--- config.mk ---
export PLATFORM = sky130hd
export DESIGN_NAME = new_pe_ctrl
export DESIGN_NICKNAME = d
export VERILOG_FILES = /design/src/rtl/new_pe_ctrl_pkg.sv /design/src/rtl/new_pe_ctrl_wrap_counter.sv /design/src/rtl/new_pe_ctrl.sv
export SDC_FILE = /design/constraint.sdc
export NUM_CORES = 1
export LEC_CHECK = 0
export CAP_MARGIN = 40
export CORE_ASPECT_RATIO = 1.4
export CORE_MARGIN = 2
export CORE_UTILIZATION = 40
export DETAILED_ROUTE_END_ITERATION = 6
export SLEW_MARGIN = 5
export SYNTH_ARGS = -nofsm -noshare
export SYNTH_HDL_FRONTEND = slang
export SYNTH_SLANG_ARGS = --single-unit
export TNS_END_PERCENT = 10
--- constraint.sdc ---
create_clock -name clk -period 2.45 [get_ports clk]
set_input_delay 0.3675 -clock clk [delete_from_list [all_inputs] [get_ports clk]]
set_output_delay 0.3675 -clock clk [all_outputs]
set_load 0.02 [all_outputs]
--- src/rtl/new_pe_ctrl_pkg.sv ---
// Shared types and buffer geometry for the new_pe sequencer.
package pe_ctrl_pkg;

  localparam int BUF_ROWS  = 4;
  localparam int BUF_TAPS  = 16;
  localparam int OUT_GROUP = 4;

  typedef enum logic [3:0] {
    ST_IDLE    = 4'd0,
    ST_LD_FILT = 4'd1,
    ST_LD_WIN  = 4'd2,
    ST_CLR     = 4'd3,
    ST_MAC     = 4'd4,
    ST_DRAIN   = 4'd5,
    ST_SHIFT   = 4'd6,
    ST_FLUSH   = 4'd7,
    ST_DONE    = 4'd8
  } pe_ctrl_state_t;

endpackage

--- src/rtl/new_pe_ctrl_wrap_counter.sv ---
// Free-running wrap-around counter with enable, synchronous clear and
// an all-ones terminal-count flag.
module wrap_counter #(
  parameter int WIDTH = 4
) (
  input  logic             clk,
  input  logic             rst,
  input  logic             en,
  input  logic             clr,
  output logic [WIDTH-1:0] count,
  output logic             tc
);

  always_ff @(posedge clk or posedge rst) begin
    if (rst) begin
      count <= '0;
    end else if (clr) begin
      count <= '0;
    end else if (en) begin
      count <= count + WIDTH'(1);
    end
  end

  assign tc = &count;

endmodule

--- src/rtl/new_pe_ctrl.sv ---
// Job sequencer for new_pe: filter/window loads, 16-tap MAC sweep,
// output shift register pushes and group-ready flagging.
module new_pe_ctrl
  import pe_ctrl_pkg::*;
#(
  parameter int KERNEL_COUNT = 4,
  parameter int KW = (KERNEL_COUNT > 1) ? $clog2(KERNEL_COUNT) : 1
) (
  input  logic                     clk,
  input  logic                     rst,
  input  logic                     start,
  input  logic                     load_filters,
  input  logic [7:0]               num_windows,
  input  logic                     filt_valid,
  input  logic                     win_valid,
  output logic                     busy,
  output logic                     done,
  output logic                     filt_req,
  output logic [KW-1:0]            filt_kernel,
  output logic                     win_req,
  output logic [0:KERNEL_COUNT-1]  filter_wr_en,
  output logic [1:0]               wr_index_filter_buff,
  output logic                     window_wr_en,
  output logic [1:0]               wr_index_window,
  output logic [3:0]               rd_index,
  output logic                     mac_en,
  output logic                     mac_clr,
  output logic                     shift_reg_en,
  output logic                     out_valid,
  output logic [2:0]               out_count
);

  localparam int FW = KW + 2;
  localparam logic [FW-1:0] FILT_LAST = FW'(BUF_ROWS * KERNEL_COUNT - 1);
  localparam bit FILT_POW2 = ((BUF_ROWS * KERNEL_COUNT) == (1 << FW));

  pe_ctrl_state_t state_q, state_d;
  logic [7:0]     nw_q;
  logic           full_q;

  logic [FW-1:0]  filt_cnt;
  logic [1:0]     row_cnt;
  logic [3:0]     tap_cnt;
  logic [7:0]     win_cnt;
  logic [1:0]     grp_cnt;
  logic           filt_tc, row_tc, tap_tc, win_tc, grp_tc;
  logic           filt_acc, win_acc, filt_last, win_last, job_end;

  // Handshake: a row moves only in a cycle where req and valid are both high;
  // valid without req is ignored and a low valid simply holds the counters.
  assign filt_acc = (state_q == ST_LD_FILT) && filt_valid;
  assign win_acc  = (state_q == ST_LD_WIN) && win_valid;
  assign job_end  = (state_q == ST_DONE);

  assign filt_last = FILT_POW2 ? filt_tc : (filt_cnt == FILT_LAST);
  // Checked before the increment so 255 windows never sees the 8-bit wrap.
  assign win_last  = win_tc ? (nw_q == 8'hFF) : ((win_cnt + 8'd1) == nw_q);

  wrap_counter #(.WIDTH(FW)) u_filt_cnt (
    .clk(clk), .rst(rst), .en(filt_acc), .clr(job_end || (filt_acc && filt_last)),
    .count(filt_cnt), .tc(filt_tc)
  );

  wrap_counter #(.WIDTH(2)) u_row_cnt (
    .clk(clk), .rst(rst), .en(win_acc), .clr(job_end),
    .count(row_cnt), .tc(row_tc)
  );

  wrap_counter #(.WIDTH(4)) u_tap_cnt (
    .clk(clk), .rst(rst), .en(state_q == ST_MAC), .clr(job_end),
    .count(tap_cnt), .tc(tap_tc)
  );

  wrap_counter #(.WIDTH(8)) u_win_cnt (
    .clk(clk), .rst(rst), .en(state_q == ST_SHIFT), .clr(job_end),
    .count(win_cnt), .tc(win_tc)
  );

  wrap_counter #(.WIDTH(2)) u_grp_cnt (
    .clk(clk), .rst(rst), .en(state_q == ST_SHIFT), .clr(job_end),
    .count(grp_cnt), .tc(grp_tc)
  );

  always_comb begin
    state_d = state_q;
    case (state_q)
      ST_IDLE: begin
        if (start) begin
          if (num_windows == 8'd0)  state_d = ST_DONE;
          else if (load_filters)    state_d = ST_LD_FILT;
          else                      state_d = ST_LD_WIN;
        end
      end
      ST_LD_FILT: if (filt_acc && filt_last) state_d = ST_LD_WIN;
      ST_LD_WIN:  if (win_acc && row_tc)     state_d = ST_CLR;
      ST_CLR:     state_d = ST_MAC;
      ST_MAC:     if (tap_tc)                state_d = ST_DRAIN;
      ST_DRAIN:   state_d = ST_SHIFT;
      ST_SHIFT: begin
        // grp_tc here means the group counter is about to wrap to 0.
        if (win_last) state_d = grp_tc ? ST_DONE : ST_FLUSH;
        else          state_d = ST_LD_WIN;
      end
      ST_FLUSH:   state_d = ST_DONE;
      ST_DONE:    state_d = ST_IDLE;
      default:    state_d = ST_IDLE;
    endcase
  end

  always_ff @(posedge clk or posedge rst) begin
    if (rst) begin
      state_q <= ST_IDLE;
      nw_q    <= 8'd0;
      full_q  <= 1'b0;
    end else begin
      state_q <= state_d;
      full_q  <= (state_q == ST_SHIFT) && grp_tc;
      if (state_q == ST_IDLE && start) nw_q <= num_windows;
    end
  end

  always_comb begin
    filter_wr_en = '0;
    for (int k = 0; k < KERNEL_COUNT; k++) begin
      if (filt_acc && (filt_cnt[FW-1:2] == KW'(k))) filter_wr_en[k] = 1'b1;
    end
  end

  assign busy                 = (state_q != ST_IDLE);
  assign done                 = job_end;
  assign filt_req             = (state_q == ST_LD_FILT);
  assign filt_kernel          = filt_req ? filt_cnt[FW-1:2] : '0;
  assign wr_index_filter_buff = filt_req ? filt_cnt[1:0] : 2'd0;
  assign win_req              = (state_q == ST_LD_WIN);
  assign window_wr_en         = win_acc;
  assign wr_index_window      = win_req ? row_cnt : 2'd0;
  assign mac_en               = (state_q == ST_MAC);
  assign rd_index             = mac_en ? tap_cnt : 4'd0;
  assign mac_clr              = (state_q == ST_CLR);
  assign shift_reg_en         = (state_q == ST_SHIFT);
  assign out_valid            = full_q || (state_q == ST_FLUSH);
  assign out_count            = full_q ? 3'(OUT_GROUP)
                              : (state_q == ST_FLUSH) ? {1'b0, grp_cnt} : 3'd0;

endmodule

==> results.cfg <==
[global_routing]
grt_pass1_vias = 1995
grt_usage_pct = 19.8
antenna_found_initial = 0
grt_pass1_wl_mm = 9.11
grt_max_degree = 34
grt_overflow = 0

[floorplan]
design.die.area_sq_um = 5960
ios = 40
die_y_microns = 90.5
chipWidth_microns = 65.8
num_rows = 31
coreArea_sq_um = 5160
initial_core_util_pct = 41.5

[synth]
syn_inst = 242
synth_edf_count = 0
synth_seq_cells = 33
yosysSeqAreaShare_pct = 38.6
synth_nets = 261
avgSynthCellArea_sq_um = 8.84
synth-main-ff-cell = dfrtp_1
ys_top_cells_by_area = dfrtp_1 (39%), nand2_1 (7.0%), mux2_2 (4.2%)
synth_top_cell_by_area = dfrtp_1
ys_warn_count = 0
synth.distinct_cells = 54
syn_area_sq_um = 2140
async_flop_share_pct = 100
synth_top_area_share_pct = 38.6

[timing]
maxSlewViolCount = 0
timing.slew.headroom_pct = 70.7
setup_viol = 0
fin_crit_sh_pct = 94.7
final_hold_viol_count = 0
finalCriticalPeriod_ns = 2.32
holdWs_ns = 0.473
clock.fmax_ghz = 0.431
setup_tns_ns = 0
rsz0062_at_grt = false
fin_skew_ns = 0.00659
worstMarginPinSlew_ns = 0.438

[clock_tree]
cts_tree = built
hold_buffers = 0
h-tree-depth = 2
clock-sinks = 33
postCtsSetupBuffers = 0
cts_buffers = 5
clk_pin_slew_worst_paths_ns = 0.07
clockBufferDepth = 2
cts_root_buf = clkbuf_8
clk_latency_ns = 0.29

[worst_setup_path]
start_kind = flop
critPathMaxFanout = 3
required_ns = 2.08
cp_top_family = buffers and inverters
crit_arrival_ns = 1.95
cpPeakStageDelay_ns = 0.60
crit_type = flop to output pin
crit_buf_inv = 2
critPathSlowestCell = clkdlybuf4s50_1
worst_setup_path_end_kind = output pin
crit_chain = nand2b_1, buf_4, nor3_1, and2_1, clkdlybuf4s50_1

[layout]
final_common_cell = nand2_1
nets = 307
layout_common_cells = nand2_1 (40), clkdlybuf4s50_1 (33), dfrtp_1 (31)
area_growth_pct = 28.0
drive_gt1_share_pct = 15.3
antenna_cells = 0

[hold_path]
hp-class = primary input to asynchronous set/reset pin

[routing]
avgRoutedWirePerCell_microns = 15.1
viasPerCell = 5.36
drtPass1Iterations = 5
drc = 0
vias = 1898
wl_mm = 5.33
antenna_left = 0
drt_iter0_markers = 158

[pwr]
finalPower_mw = 2.79
power_density_nw_per_um2 = 1020
p_leak_nw = 1.26
peakVddDrop_uv = 542

[placement]
portBuffers = 39
gp_congestion = 0.852
dpl.hpwl_mm = 3.97

[run]
maxCapViolations = 0

[status]
status = completed
-- worst paths after layout --
| kind | from | end | slack (ns) | cells after the start |
|---|---|---|---|---|
| max in group asynchronous | rst | state_q[1]$_DFFE_PP0P_ | 1.64 | 3 |
| min in group clk | u_tap_cnt.count[3]$_DFFE_PP0P_ | u_tap_cnt.count[3]$_DFFE_PP0P_ | 0.50 | 1 |
| hold reg to reg | u_tap_cnt.count[3]$_DFFE_PP0P_ | u_tap_cnt.count[3]$_DFFE_PP0P_ | 0.50 | 1 |
| setup / recovery | state_q[3]$_DFFE_PP0P_ | out_count[0] | 0.13 | 5 |
| hold / removal | rst | nw_q[2]$_DFFE_PP0P_ | 0.47 | 3 |
| setup reg to reg | u_win_cnt.count[1]$_DFFE_PP0P_ | state_q[1]$_DFFE_PP0P_ | 0.21 | 7 |
-- report_power, final --
| part | internal, mW | leakage [nW] | switching, mW | total, mW |
|---|---|---|---|---|
| clock network | 0.223 | 0.0443 | 0.203 | 0.426 |
| registers | 0.748 | 0.419 | 0.235 | 0.983 |
| logic | 0.664 | 0.794 | 0.716 | 1.38 |
-- timing repair --
action | in CTS | in global routing
hold endpoints to repair | 0 | 0
pin swaps | 0 | 0
endpoints found under the setup margin | 2 | 11
resized for setup | 2 | 9
-- state kept, by name, indices dropped and copies added, names as in the netlist --
name              cells
nw_q                  8
u_grp_cnt.count       2
u_filt_cnt.count      4
full_q                1
u_row_cnt.count       2
u_win_cnt.count       8
u_tap_cnt.count       4
state_q               4
-- cells in the mapped netlist, types with 2 or more instances --
cell type / count
o32ai_1: 2
nand2b_1: 3
nor3_1: 5
nor3b_1: 2
mux2_2: 8
o21ai_0: 13
nand3_1: 11
buf_2: 3
and3_1: 9
nand4_1: 3
o31ai_1: 3
o22ai_1: 2
o21ai_1: 4
ha_1: 5
a21oi_1: 7
or4_1: 2
nor2_1: 17
inv_2: 2
a22oi_1: 2
dfrtp_1: 33
inv_1: 7
xor2_1: 7
nand2_1: 40
a221oi_1: 2
mux2i_1: 4
clkbuf_1: 7
and2_1: 9
xnor2_1: 4
-- routing by layer --
metal  track usage [%]  vias up  share of wire (%)
met1              21.6      894                 40
met2              35.7       45                 54
met4              8.16        0                2.1
met3              4.11       14                3.4
li1                  -      945                  -
met5                 0        -                  0
-- tightest hold or removal path: stages --
cell,delay [ns]
clkdlybuf4s50_1,0.39
inv_1,0.05
buf_4,0.38
-- cell type report --
cell class              count  area [sq um]
fillers                   492          2420
multi-input cells         187          1210
flip-flops and latches     33           828
repair buffers             52           495
clock buffers               7          86.3
well taps                  66          82.6
inverters                   9          33.8
-- cells by family after synthesis --
| logic type | synth area share (%) |
|---|---|
| and+or+nand+nor | 25.2 |
| AOI/OAI and AO/OA | 16.4 |
| DFF | 38.6 |
| buffers and inverters | 5.50 |
| xor gates and xnor gates | 5.26 |
| muxes | 6.08 |
| adders and majority gates | 2.92 |
-- metrics by stage --
stage | utilization, % | area, sq um | cells | setup slack (ns)
floorplan | - | 2140 | 242 | 0.143
global placement | 50.9 | 2630 | 347 | 0.159
detailed placement | 50.9 | 2630 | 347 | 0.183
CTS | 52.5 | 2710 | 354 | 0.0192
global route | 53.1 | 2740 | 354 | 0.0164
finish | 53.1 | 2740 | 354 | 0.130
(Power assumes the default switching activity.)
==> RTL edit: new RTL, same flow settings <==
Put a register stage on the output `filt_req`, without a reset. The value now appears one clock later. The other outputs are not delayed to match.
--- a/src/rtl/new_pe_ctrl.sv
+++ b/src/rtl/new_pe_ctrl.sv
@@ -33,6 +33,8 @@
   localparam int FW = KW + 2;
   localparam logic [FW-1:0] FILT_LAST = FW'(BUF_ROWS * KERNEL_COUNT - 1);
   localparam bit FILT_POW2 = ((BUF_ROWS * KERNEL_COUNT) == (1 << FW));
+
+  logic filt_req_d;
 
   pe_ctrl_state_t state_q, state_d;
   logic [7:0]     nw_q;
@@ -128,9 +130,9 @@
 
   assign busy                 = (state_q != ST_IDLE);
   assign done                 = job_end;
-  assign filt_req             = (state_q == ST_LD_FILT);
-  assign filt_kernel          = filt_req ? filt_cnt[FW-1:2] : '0;
-  assign wr_index_filter_buff = filt_req ? filt_cnt[1:0] : 2'd0;
+  assign filt_req_d           = (state_q == ST_LD_FILT);
+  assign filt_kernel          = filt_req_d ? filt_cnt[FW-1:2] : '0;
+  assign wr_index_filter_buff = filt_req_d ? filt_cnt[1:0] : 2'd0;
   assign win_req              = (state_q == ST_LD_WIN);
   assign window_wr_en         = win_acc;
   assign wr_index_window      = win_req ? row_cnt : 2'd0;
@@ -142,5 +144,9 @@
   assign out_count            = full_q ? 3'(OUT_GROUP)
                               : (state_q == ST_FLUSH) ? {1'b0, grp_cnt} : 3'd0;
 
+  always_ff @(posedge clk) begin
+    filt_req <= filt_req_d;
+  end
+
 endmodule
 
Behaviour: not the same (Yosys sat finds a counterexample within 4 cycles, from zero or initial values and one cycle with rst high).
==> RTL edit against the unedited design <==
Setup slack lost 0.030 ns; wire length up 1.7%; power is 7.5% higher; final area up 4.9%; first-iteration DRC count fell by 35%; area after synthesis up 3.2%; sequential cell count is 1 higher; utilization is 0.080 points higher; final cell count up 4.5%; global-route usage fell by 0.27 points; die area rose by 3.0%; maximum frequency fell by 1.3%; critical endpoint is now shift_reg_en; register-to-register slack lost 0.09 ns.
==> RTL edit: results (changes against the unedited design) <==
Routing
  • Detailed Routing Iterations Pass 1: 4 (-1)
  • Starting DRT DRC Count: 102 (-35%)
  • Routed wl met3: 133 um (-27%)
  • Met1 wire length: 2230 um (+3.6%)
  • Via count: 1978 (+4.2%)
  • Wire per inst: 14.7 um (-2.7%)
  • Final WL: 5430 um (+1.7%)
  • DR WL met2: 2920 um (+1.4%)

CTS
  • Clk sink count: 34 (+3.0%)
  • Total number of H-tree levels: 2 (unchanged)

Placed design
  • IO buf count: 39 (unchanged)
  • Placed Area: 2740 um^2 (+4.2%)
  • Dpl cells: 362 (+4.3%)
  • Setup WS pre-CTS: 0.0851 ns (-0.0976 ns)
  • Post-DP HPWL: 4160 um (+4.6%)
  • Routability cong.: 0.823 (-3.5%)

Layout
  • Multi-In Gates: 194 (+3.7%)
  • Inserted Diodes: 0 (unchanged)
  • Final core utilization: 0.531 (+0.000799)
  • Fraction of area in multi-input gates: 0.439 (-0.00382)
  • Non-clock buffer share: 0.189 (+0.00847)
  • Nets@finish: 320 (+4.2%)
  • Fill count: 521 (+5.9%)
  • Non-clk bufs: 58 (+12%)
  • ClkCell Share: 0.0370 (+0.00549)
  • Sequential share of cell area: 0.295 (-0.00770)
  • Clock buffers: 7 (unchanged)
  • Inverters excl. clock: 8 (-1)
  • Layout cells sized above 1: 0.166 (+0.0128)

Synthesis
  • Ys async rst share: 0.971 (-0.0294)
  • Mapped Area: 2210 um^2 (+3.2%)
  • Main synth FF type: dfrtp_1
  • Library cells used by synthesis: 57 (+5.6%)
  • Largest cells by area after synthesis: dfrtp_1 37%, nand2_1 6.8%, mux2_2 4.6%
  • Post-synthesis sequential area ratio: 0.383 (-0.00296)
  • Net Count, Synth: 271 (+3.8%)
  • Post-synth top cells: 40 x nand2_1, 33 x dfrtp_1, 17 x nand3_1
  • Synth Area per Inst: 8.76 um^2 (-0.88%)

Power
  • Pleak: 1.35 nW (+7.7%)
  • Switching share of power: 0.399 (-0.0148)
  • Max rail drop VDD: 0.521 mV (-3.9%)

Worst hold path
  • Worst Hold Class: input pin to async pin

Worst setup path
  • Worst Path Arrival: 1.98 ns (+0.03 ns)
  • CP Max Fanout: 4 (+1)
  • CP max stage cell: clkdlybuf4s50_1
  • Max stage delay on crit path: approximately 0.59 ns
  • Worst flop-to-flop path startpoint: u_win_cnt.count[1]$_DFFE_PP0P_

GRT
  • Met3 usage: 0.0368 (-0.00434)
  • Pin count of the biggest net entering global routing: 34 (unchanged)
  • Gr usage total: 0.195 (-0.00268)
  • GRT met1 Usage: 0.229 (+0.0128)
  • Vias in the first global route: 1899 (-4.8%)
  • Met2 usage in global routing: 0.338 (-0.0186)
  • First-pass GRT wire length: 9170 um (+0.61%)

Timing
  • Tightest Pin Transition: 0.529 ns (+0.0912 ns)
  • Worst Clk Skew: 0.00798 ns (+0.00139 ns)

Status
  • Status: completed
[RTL edit: changes by cell type in the layout (fill, tap and decap cells not counted), sizes merged, moves of 3 or more]
cell           before  now
and2                9   14
and3               10    5
buf                13   19
clkdlybuf4s50      33   27
dlygate4sd2         2    5
dlymetal6s2s        4    7
nand3              11   19
nor2               17   12
nor3                6    9
o21ai              17   13
xnor2               5    8
xor2                7    3
[RTL edit: power groups by stage]
| stage | Sequential (W) | Clock, W | Combinational, W |
|---|---|---|---|
| floorplan | 0.000909 | 0 | 0.00107 |
| CTS | 0.00100 | 0.000524 | 0.00148 |
| detailed placement | 0.00100 | 0 | 0.00148 |
| global route | 0.00105 | 0.000551 | 0.00163 |
| global placement | 0.00100 | 0 | 0.00147 |
| finish | 0.00101 | 0.000508 | 0.00148 |
[RTL edit: worst paths after layout]
kind                                                   to  slack, ns  cells after the start
max                                          shift_reg_en       0.10                      5
min                                      full_q$_DFF_PP0_       0.47                      3
max reg2reg                        state_q[0]$_DFFE_PP0P_       0.12                      7
min reg2reg                u_row_cnt.count[0]$_DFFE_PP0P_       0.52                      1
max in group asynchronous          state_q[0]$_DFFE_PP0P_       1.63                      3
min in group clk           u_row_cnt.count[0]$_DFFE_PP0P_       0.52                      1
[RTL edit: cell families (layout without fill, tap and decap cells)]
group,count (synthesis),after routing,share of synthesized area
adders and majority gates,5,5,0.0283
buffers and inverters,24,74,0.0544
muxes,11,11,0.0550
and+or+nand+nor,121,121,0.297
DFF,34,34,0.383
xor gates and xnor gates,11,11,0.0436
AOI/OAI and AO/OA,46,46,0.139
[RTL edit: repair_timing]
item / CTS / global route
endpoints found under the setup margin: 9 / 15
gates resized for setup: 6 / 10
pin swaps: 0 / 0
